<file path="src/rtl/lcd_1602a_responder.sv">
// lcd_1602a_responder
//   Behavioural responder for an HD44780-style 1602A character LCD, seen from
//   the host controller's side of the bus. Decodes instructions and data
//   writes, keeps an 80-byte DDRAM, models the busy flag with a cycle counter,
//   and answers busy-flag/address and data reads.
//
// Ports
//   clk, rst          : rising-edge clock, synchronous active-high reset
//   lcd_ctrl          : {RS, RW, E} from the host
//   lcd_data_in       : host data bus (DB7..DB4 only when MODE=1)
//   lcd_data_out/_oe  : read data and bus-drive enable from the responder
//   busy              : busy flag (BF)
//   ddram_addr        : address counter (AC)
//   four_bit, two_line, disp_on, cursor_on, blink_on : configuration bits
//   proto_err         : sticky protocol error
//   rd_addr / rd_char : debug DDRAM read port, one cycle latency
module lcd_1602a_responder #(
    parameter int MODE         = 1,
    parameter int CMD_CYCLES   = 1008,
    parameter int CLEAR_CYCLES = 39360,
    parameter int COUNT_SIZE   = 20
) (
    input  logic                    clk,
    input  logic                    rst,
    input  logic [2:0]              lcd_ctrl,
    input  logic [8-(MODE*4)-1:0]   lcd_data_in,
    output logic [8-(MODE*4)-1:0]   lcd_data_out,
    output logic                    lcd_data_oe,
    output logic                    busy,
    output logic [6:0]              ddram_addr,
    output logic                    four_bit,
    output logic                    two_line,
    output logic                    disp_on,
    output logic                    cursor_on,
    output logic                    blink_on,
    output logic                    proto_err,
    input  logic [6:0]              rd_addr,
    output logic [7:0]              rd_char
);

    localparam int DW = 8 - MODE * 4;

    typedef enum logic [1:0] {S_FILL, S_IDLE, S_BUSY} state_t;
    state_t state, state_next;

    logic rs, rw, e;
    assign rs = lcd_ctrl[2];
    assign rw = lcd_ctrl[1];
    assign e  = lcd_ctrl[0];

    logic                  e_q, strobe, e_rise;
    logic                  four_state, byte_done, busy_w, exec_wr, fill_done;
    logic [7:0]            wr_byte, rd_byte;
    logic [DW-1:0]         rd_bus, data_out_q;
    logic                  oe_q;
    logic [6:0]            ac, fill_cnt, rd_idx;
    logic                  id, dl, n_lines, d_on, c_on, b_on, phase_lo, perr;
    logic [COUNT_SIZE-1:0] cnt;
    logic [7:0]            rd_char_q;
    logic [7:0]            ddram [0:79];
    logic                  do_clear, do_home, do_setac, do_func, do_disp, do_entry, do_data;

    // Line 1 (0x00-0x27) maps to storage 0-39, line 2 (0x40-0x67) to 40-79.
    function automatic logic [6:0] ac_index(input logic [6:0] a);
        return a[6] ? 7'(a[5:0]) + 7'd40 : 7'(a[5:0]);
    endfunction

    function automatic logic ac_valid(input logic [6:0] a);
        return a[5:0] < 6'h28;
    endfunction

    function automatic logic [6:0] ac_step(input logic [6:0] a, input logic inc);
        if (inc) begin
            if (a == 7'h27)      return 7'h40;
            else if (a == 7'h67) return 7'h00;
            else                 return a + 7'd1;
        end else begin
            if (a == 7'h00)      return 7'h67;
            else if (a == 7'h40) return 7'h27;
            else                 return a - 7'd1;
        end
    endfunction

    assign strobe     = e_q && !e;
    assign e_rise     = e && !e_q;
    assign busy_w     = (state != S_IDLE);
    assign fill_done  = (state == S_FILL) && (fill_cnt == 7'd79);
    assign four_state = (MODE == 1) && !dl;
    assign byte_done  = !four_state || phase_lo;
    assign exec_wr    = strobe && !rw && byte_done && !busy_w;
    assign rd_byte    = rs ? ddram[ac_index(ac)] : {busy_w, ac};
    assign rd_idx     = ac_index(rd_addr);

    if (MODE == 0) begin : g_bus8
        assign wr_byte = lcd_data_in;
        assign rd_bus  = rd_byte;
    end else begin : g_bus4
        logic [3:0] hi_nib;
        // High nibble is only latched by an accepted first-half write.
        always_ff @(posedge clk) begin
            if (rst)
                hi_nib <= '0;
            else if (strobe && !rw && four_state && !phase_lo && !busy_w)
                hi_nib <= lcd_data_in;
        end
        assign wr_byte = four_state ? {hi_nib, lcd_data_in} : {lcd_data_in, 4'h0};
        assign rd_bus  = (four_state && phase_lo) ? rd_byte[3:0] : rd_byte[7:4];
    end

    // Instruction decode by highest set bit.
    always_comb begin
        do_clear = 1'b0; do_home = 1'b0; do_setac = 1'b0; do_func = 1'b0;
        do_disp  = 1'b0; do_entry = 1'b0; do_data = 1'b0;
        if (rs) begin
            do_data = 1'b1;
        end else begin
            casez (wr_byte)
                8'b1???????: do_setac = 1'b1;
                8'b001?????: do_func  = 1'b1;
                8'b00001???: do_disp  = 1'b1;
                8'b000001??: do_entry = 1'b1;
                8'b0000001?: do_home  = 1'b1;
                8'b00000001: do_clear = 1'b1;
                default:     ;
            endcase
        end
    end

    always_comb begin
        state_next = state;
        case (state)
            S_FILL:  if (fill_done) state_next = S_BUSY;
            S_IDLE:  if (exec_wr) state_next = do_clear ? S_FILL : S_BUSY;
            S_BUSY:  if (cnt == '0) state_next = S_IDLE;
            default: state_next = S_FILL;
        endcase
    end

    always_ff @(posedge clk) begin
        if (rst) state <= S_FILL;
        else     state <= state_next;
    end

    always_ff @(posedge clk) begin
        if (rst)
            cnt <= '0;
        else if (fill_done || (exec_wr && do_home))
            cnt <= COUNT_SIZE'(CLEAR_CYCLES);
        else if (exec_wr && !do_clear)
            cnt <= COUNT_SIZE'(CMD_CYCLES);
        else if (state == S_BUSY && cnt != '0)
            cnt <= cnt - 1'b1;
    end

    always_ff @(posedge clk) begin
        if (rst || state != S_FILL) fill_cnt <= '0;
        else                        fill_cnt <= fill_cnt + 7'd1;
    end

    always_ff @(posedge clk) begin
        if (!rst) begin
            if (state == S_FILL)
                ddram[fill_cnt] <= 8'h20;
            else if (exec_wr && do_data)
                ddram[ac_index(ac)] <= wr_byte;
        end
    end

    always_ff @(posedge clk) begin
        rd_char_q <= (rd_idx < 7'd80) ? ddram[rd_idx] : '0;
    end

    always_ff @(posedge clk) begin
        if (rst) begin
            e_q <= 1'b0; oe_q <= 1'b0; data_out_q <= '0;
            ac <= '0; id <= 1'b1; dl <= 1'b1; n_lines <= 1'b0;
            d_on <= 1'b0; c_on <= 1'b0; b_on <= 1'b0;
            phase_lo <= 1'b0; perr <= 1'b0;
        end else begin
            e_q  <= e;
            oe_q <= e && rw;
            if (e_rise && rw) data_out_q <= rd_bus;
            if (strobe && four_state) phase_lo <= !phase_lo;
            if (strobe && !rw && busy_w) perr <= 1'b1;
            if (strobe && rw && rs) begin
                if (busy_w)         perr <= 1'b1;
                else if (byte_done) ac <= ac_step(ac, id);
            end
            if (fill_done) ac <= '0;
            if (exec_wr) begin
                if (do_data) ac <= ac_step(ac, id);
                if (do_home) ac <= '0;
                if (do_clear) id <= 1'b1;
                if (do_entry) id <= wr_byte[1];
                if (do_disp) begin
                    d_on <= wr_byte[2]; c_on <= wr_byte[1]; b_on <= wr_byte[0];
                end
                if (do_func) begin
                    dl <= wr_byte[4]; n_lines <= wr_byte[3];
                    // Entering 4-bit mode re-aligns the pairing; overrides the toggle above.
                    if (!wr_byte[4]) phase_lo <= 1'b0;
                end
                if (do_setac) begin
                    if (ac_valid(wr_byte[6:0])) ac <= wr_byte[6:0];
                    else                        perr <= 1'b1;
                end
            end
        end
    end

    assign lcd_data_out = data_out_q;
    assign lcd_data_oe  = oe_q && rw;
    assign busy         = busy_w;
    assign ddram_addr   = ac;
    assign four_bit     = !dl;
    assign two_line     = n_lines;
    assign disp_on      = d_on;
    assign cursor_on    = c_on;
    assign blink_on     = b_on;
    assign proto_err    = perr;
    assign rd_char      = rd_char_q;

endmodule
</file>
<file path="config.mk">
export PLATFORM = sky130hd
export DESIGN_NAME = lcd_1602a_responder
export DESIGN_NICKNAME = d
export VERILOG_FILES = /design/src/rtl/lcd_1602a_responder.sv
export SDC_FILE = /design/constraint.sdc
export NUM_CORES = 1
export LEC_CHECK = 0
export BUFFER_PORTS_ARGS = -buffer_cell sky130_fd_sc_hd__buf_2
export CAP_MARGIN = 0
export CORE_AREA = 2 2 340 342
export CTS_CLUSTER_DIAMETER = 120
export DETAILED_ROUTE_END_ITERATION = 8
export DIE_AREA = 0 0 342 344
export SETUP_SLACK_MARGIN = 0.1
export SYNTH_ARGS = -nofsm -noshare
export SYNTH_HDL_FRONTEND = slang
export SYNTH_SLANG_ARGS = --single-unit
</file>
<file path="constraint.sdc">
create_clock -name clk -period 7 [get_ports clk]
set_input_delay 1.05 -clock clk [delete_from_list [all_inputs] [get_ports clk]]
set_output_delay 1.05 -clock clk [all_outputs]
set_load 0.05 [all_outputs]
</file>
# Yosys cells after proc, flatten, opt, wreduce, memory -nomap -nowiden
# Memory sizes are Yosys's and may differ from the RTL's. A register that Yosys moved wholly into a read port is not among the register bits.
# Cells that the tools add are included.
op_classes:
  reduce_logical: 47
  n_eq_ne: 15
  add_sub_neg: 6
  n_mux: 62
  magnitude_cmp: 2
op_table:
  columns: ["cell", "n"]
  rows:
  - ["7-bit two-way mux", 17]
  - ["16-bit two-way mux", 3]
  - ["1-bit two-way mux", 33]
  - ["8-bit two-way mux", 3]
  - ["7-bit == test (second input constant)", 3]
  - ["1-bit logical AND", 21]
  - ["20-bit logical NOT", 1]
  - ["20-bit nonzero test", 1]
  - ["20-bit by 1-bit subtractor with 20-bit output (second input constant)", 1]
  - ["6-bit by 6-bit adder with 7-bit output (second input constant)", 2]
  - ["7-bit by 1-bit adder with 7-bit output (second input constant)", 2]
  - ["8-bit by 1-bit == test with 1-bit output (second input constant)", 1]
  - ["1-bit logical NOT", 8]
  - ["2-bit two-way mux", 4]
  - ["8-bit OR reduction", 1]
  - ["7-bit by 1-bit == test with 1-bit output (second input constant)", 1]
  - ["7-bit by 6-bit == test with 1-bit output (second input constant)", 1]
  - ["7-bit logical NOT", 1]
  - ["7-bit less-than comparator (second input constant)", 1]
  - ["7-bit by 1-bit subtractor with 7-bit output (second input constant)", 1]
  - ["6-bit by 1-bit == test with 1-bit output (second input constant)", 1]
  - ["6-bit less-than comparator (second input constant)", 1]
  - ["2-bit inequality test (second input constant)", 3]
  - ["2-bit one-hot mux with 3 select lines", 1]
  - ["other kinds (14)", 20]
word_totals:
  memories: 1
  out_inout_bits: 27
  mem_bits_rw: 640
  input_bits: 16
  ff_bits: 54
memory_table:
  columns: ["name", "depth", "word_bits", "rd", "rd_ports_with_merged_regs", "write_ports", "line", "source"]
  rows:
  - ["ddram", 80, 8, 2, 1, 1, "60", "logic [7:0] ddram [0:79];"]

# Logic depth before layout (Yosys ltp)
logic_depth:
  ltp_word: 13
  depth_mapped: 14
  depth_no_buf: 9

# Least setup slack after synthesis
# No wires, ideal clock.
synth_path:
  path_kind: "input to register"
  from: "input lcd_ctrl[0]"
  to: "memory ddram[0][3] (data pin)"
  setup_slack_ns: 0.496
  cell_stages: 8
  arrival_time_ns: 5.704
  setup_ns: 0.800
  cell_sequence: "nand2b_1 > or4_1 > buf_2 > or3_1 > buf_6 > buf_6 > clkbuf_1 > nor3_1"
synth_via:
  elab_chain_cells: 12
synth_rtl:
  columns: ["element", "line", "source"]
  rows:
  - ["from (decl)", "25", "input logic [2:0] lcd_ctrl,"]
  - ["1-bit logical NOT", "84", "assign strobe = e_q && !e;"]
  - ["1-bit logical AND", "84", null]
  - ["1-bit logical AND (3 in a row)", "90", "assign exec_wr = strobe && !rw && byte_done && !busy_w;"]
  - ["1-bit logical AND", "164", "else if (exec_wr && do_data)"]
  - ["1-bit two-way mux", "164", null]
  - ["1-bit two-way mux", "162", "if (state == S_FILL)"]
  - ["1-bit two-way mux", "161", "if (!rst) begin"]
  - ["1-bit two-way mux (not written as such)", "165", "ddram[ac_index(ac)] <= wr_byte;"]
  - ["8-bit OR reduction (no source line)", null, null]
  - ["8-bit two-way mux (no source line)", null, null]
  - ["to (decl)", "60", null]
# No other way between the ends.

# Worst setup path in the final report
layout_path:
  from: "register dl"
  to: "memory ddram[48][5], enable pin"
layout_via:
  elab_chain_cells: 10
layout_rtl:
  columns: ["element", "line", "source"]
  rows:
  - ["from (decl)", "57", "logic id, dl, n_lines, d_on, c_on, b_on, phase_lo, perr;"]
  - ["from (signal assigned)", "199", "dl <= wr_byte[4]; n_lines <= wr_byte[3];"]
  - ["1-bit logical OR *", "89", "assign byte_done = !four_state || phase_lo;"]
  - ["1-bit logical AND * (2 in a row)", "90", null]
  - ["1-bit logical AND *", "164", null]
  - ["1-bit two-way mux *", "164", null]
  - ["1-bit two-way mux *", "162", null]
  - ["1-bit two-way mux *", "161", null]
  - ["1-bit two-way mux (not written as such) *", "165", null]
  - ["8-bit OR reduction (no source line)", null, null]
  - ["7-bit two-way mux (no source line) / 1-bit two-way mux (equally long branches)", null, null]
# Mark *: on every way between the ends. The rest lies on a longest branch, timed or not.

==> summary.md <==
The buffer type at the clock tree root was clkbuf_16. The share of synthesized registers carrying an async set or reset was 0%. The path with the worst hold slack has its endpoint at cnt[15].

Summed over all cells, the static leakage comes to 11.7 nW. The area share of the leading cell type in the synthesized netlist came out at 56.6%. The logs give 76 for the number of CTS-inserted buffers and 2933 for the number of DRC violations after detailed-routing iteration 0. The library cell used most frequently in the layout, excluding fill and tap cells, is edfxtp_1. No sink is reached through more buffers than the 3 on the longest clock path. The finished cells cover 38500 um2.

The largest net degree at the start of global routing is 95, and the number of instances in the synthesized netlist is 1994. In the final layout, the share of cells above drive strength 1 is 29.5%. From synthesis to final layout, the design area changed by 13.5%. The minimum setup slack among reg-to-reg paths came out at 2.46 ns.

The unique cell type count in the Yosys netlist was 83; the accumulated negative setup slack was 0 ns. Setup repair after global routing left no endpoint under its margin. The quantity of hold-fixing buffers added after cts was 0. The run gives 0 as the number of max-capacitance violations reported. The path class of the tightest hold or removal check is reg -> reg. By area the synthesized netlist is led by edfxtp_1 57%, mux4_2 23%, dfxtp_1 3.7%. The logs give 0.479 ns for the worst hold-check slack and 3 for the level count of the clock H-tree. Setup violations remaining at the end of the flow were counted as 0.

For the area of the mapped netlist, the log shows 33900 um2. The synthesized design contains 640 enable-type register cells. The worst setup path is captured at a flip-flop.

The worst setup path is launched from a flip-flop. The worst path arrival time was 4.79 ns. Power comes to 9.12 mW. TritonCTS built the clock tree. Detailed placement finished with a half-perimeter wire length of 68700 um.

The worst register-to-register path ends at ddram[48][5]. For the number of ports placed on the die boundary, the log shows 43. For this run, the detailed router's first-pass iteration total came to 8. Number of max-slew violations in the final report: 0. Dividing the final minimum period by the clock period gives 64.8%.

The number of rows created at floorplan was 124. For the worst relative slew slack, the log shows 8.36%. The tools report the number of nets still failing antenna checks after routing as 0. Derived from the worst setup path, the maximum achievable clock frequency is 220 MHz.

After detailed routing, the total wire length is 103000 um. In the routed design, unresolved DRC markers number 0. For this design, the sink count on the clock tree is 702.

Starting density of the core: 29.8%. The via count normalized by instance count is 5.80, and the routability-driven placement congestion ratio is 0.941. Cell count of the worst hold path: 1. Summing all flip-flop and latch instances after layout gives 20500 um2. The count of final hold-check violations is 0, and the count of port buffers added during placement is 42.

The number of nets produced by synthesis was 2018. VDD sags by at most 0.000184 V. The first global-routing pass estimated 149000 um of wire. The top cell types in the final layout, fill and taps aside, are 640 x edfxtp_1, 349 x mux4_2, 163 x nor2_1.

After clock tree synthesis, the clock-pin slew on the worst setup and hold paths is 0.06 ns. The average cell area after synthesis came out at 17.0 um2. The most used flip-flop cell after synthesis is edfxtp_1. After clock tree synthesis, the setup repair step added 0 buffers. Power spread over the standard cell area amounts to 237 nW/um2.

The placed cell count is 3453, and the number of cells traversed by the worst register-to-register path is 6. The startpoint identified for the worst register-to-register timing path is dl. The startpoint identified for the worst hold timing path is cnt[15].

The total congestion overflow was 0. The synthesized design spends more area on one cell type than any other, namely edfxtp_1. Data on the critical path is required at its endpoint by 7.26 ns.

The flow ran to the end, and the final reports show no timing, DRC or antenna violations. The maximum fanout encountered on the critical timing path is 19. The number of gates resized after CTS was 0.

Yosys printed 0 warnings. The clock reaches the later pin of the worst-skew pair after 0.65 ns. The slew of the pin with the lowest slew margin was 1.37 ns; the sequential element share of the synthesized area was 60.3%.

The tools report the number of filler cells placed in the layout as 10785. In this run the cell area measured after placement is 35900 um2. The finished layout holds 3592 standard cells, fillers aside. In the final layout, the multi-input gates occupy 12800 um2. The die span in x was 342 um. The average wire length per cell after detail routing is 28.8 um. The worst setup path is of the reg -> reg kind.

The floorplan step defined a die boundary enclosing 118000 um2. Number of global-route vias before repair: 20371. The total area inside the core boundary comes to 114000 um2. In this run the vertical extent of the chip is 344 um. Final critical path time including I/O delays and setup: 4.54 ns.

Across the routed clock network, the largest skew measured is 0.0384 ns. For the overall routing resource usage, the log shows 17.4%. The overall via count from detail_route came out at 20817. After synthesis the netlist holds a flip-flop and latch count of 702. The logs give 2 for the initial antenna violation count and 2043 for the final net count.
==> metal layers <==
| metal | part of all wire [%] | track usage, % | vias up |
|---|---|---|---|
| met5 | 0.017 | 0 | - |
| met4 | 3.9 | 6.16 | 2 |
| met3 | 10 | 3.62 | 211 |
| met2 | 46 | 27.0 | 1346 |
| met1 | 40 | 24.2 | 10908 |
| li1 | - | - | 8350 |
==> sequential cells by signal (all words and copies together), names as in the netlist <==
signal and flops:
dl 1, state 2, fill_cnt 7, rd_char 8
oe_q 1, id 1, ddram 640, phase_lo 1
lcd_data_out 4, blink_on 1, disp_on 1, proto_err 1
cursor_on 1, cnt 20, ddram_addr 7, g_bus4.hi_nib 4
two_line 1, e_q 1
==> synthesized netlist by cell type, drive strengths merged, types with 3 or more instances <==
cell type and number:
nor4 11, dfxtp 62, clkinv 3, a31oi 10, a211o 9, a211oi 14
a22oi 9, and2 9, o32ai 4, nor2 169, o21ai 41, nand2 90
ha 8, xnor2 27, nand3 52, nor2b 10, a2bb2oi 6, nor3b 6
a2111oi 4, mux4 349, nor3 33, or3 8, o22a 4, o22ai 10
mux2 14, a32oi 3, or4 7, mux2i 54, a21o 4, inv 13
a311oi 9, a221oi 5, o2111ai 8, xor2 6, and3 9, o31ai 10
edfxtp 640, buf 85, o221ai 3, a21oi 63, clkbuf 59, nand2b 12
o211ai 5, nand4 9
==> report_power, final <==
| group | total, mW | internal, mW | switching, mW | leakage, nW |
|---|---|---|---|---|
| Sequential | 4.54 | 4.52 | 0.0156 | 6.60 |
| Combinational | 0.336 | 0.117 | 0.219 | 3.82 |
| Clock | 4.24 | 2.54 | 1.71 | 1.28 |
==> metrics by stage <==
step | setup slack, ns | util [%]
floorplan | 0.496 | -
global placement | 2.17 | 31.5
detailed placement | 2.10 | 31.5
CTS | 2.56 | 33.8
global route | 2.26 | 33.8
finish | 2.46 | 33.8
==> worst max-delay path by stage <==
stage | startpoint | endpoint | slack (ns) | cells past startpoint
finish | dl | ddram[48][5] | 2.46 | 6
floorplan | lcd_ctrl[0] | ddram[0][3] | 0.50 | 8
global placement | lcd_ctrl[0] | ddram[56][0] | 2.17 | 7
CTS | dl | ddram[70][4] | 2.56 | 6
detailed placement | lcd_ctrl[0] | ddram[43][4] | 2.10 | 7
global route | dl | ddram[5][4] | 2.26 | 6
==> cells by family (layout without fill, tap and decap cells) <==
group / Yosys count / in the layout / share of synthesized area [%]
compound gates: 238 / 238 / 4.94
xor+xnor: 33 / 33 / 0.874
mux: 417 / 417 / 25.2
simple gates: 436 / 436 / 6.04
flops: 702 / 702 / 60.3
fa+ha+maj: 8 / 8 / 0.295
buf+inv: 160 / 245 / 2.34
other cells: 0 / 1 / 0
==> worst max-delay path, cell delays in order, from the launching register on <==
cell     delay (ns)
dfxtp_1        0.81
nor2_1         0.25
or4_1          0.65
or3_1          0.82
o31ai_4        0.62
nand2_2        0.31
nor2_1         0.69
==> area by class of cell <==
type | count | area share [%]
clock inverters | 43 | 1.58
multi-input cells | 1132 | 33.3
well taps | 1512 | 4.91
flip-flops and latches | 702 | 53.1
diodes | 1 | 0.00650
repair buffers | 91 | 1.64
inverters | 16 | 0.156
clock buffers | 95 | 5.31
Note: power is estimated with default switching activity, not from simulation.
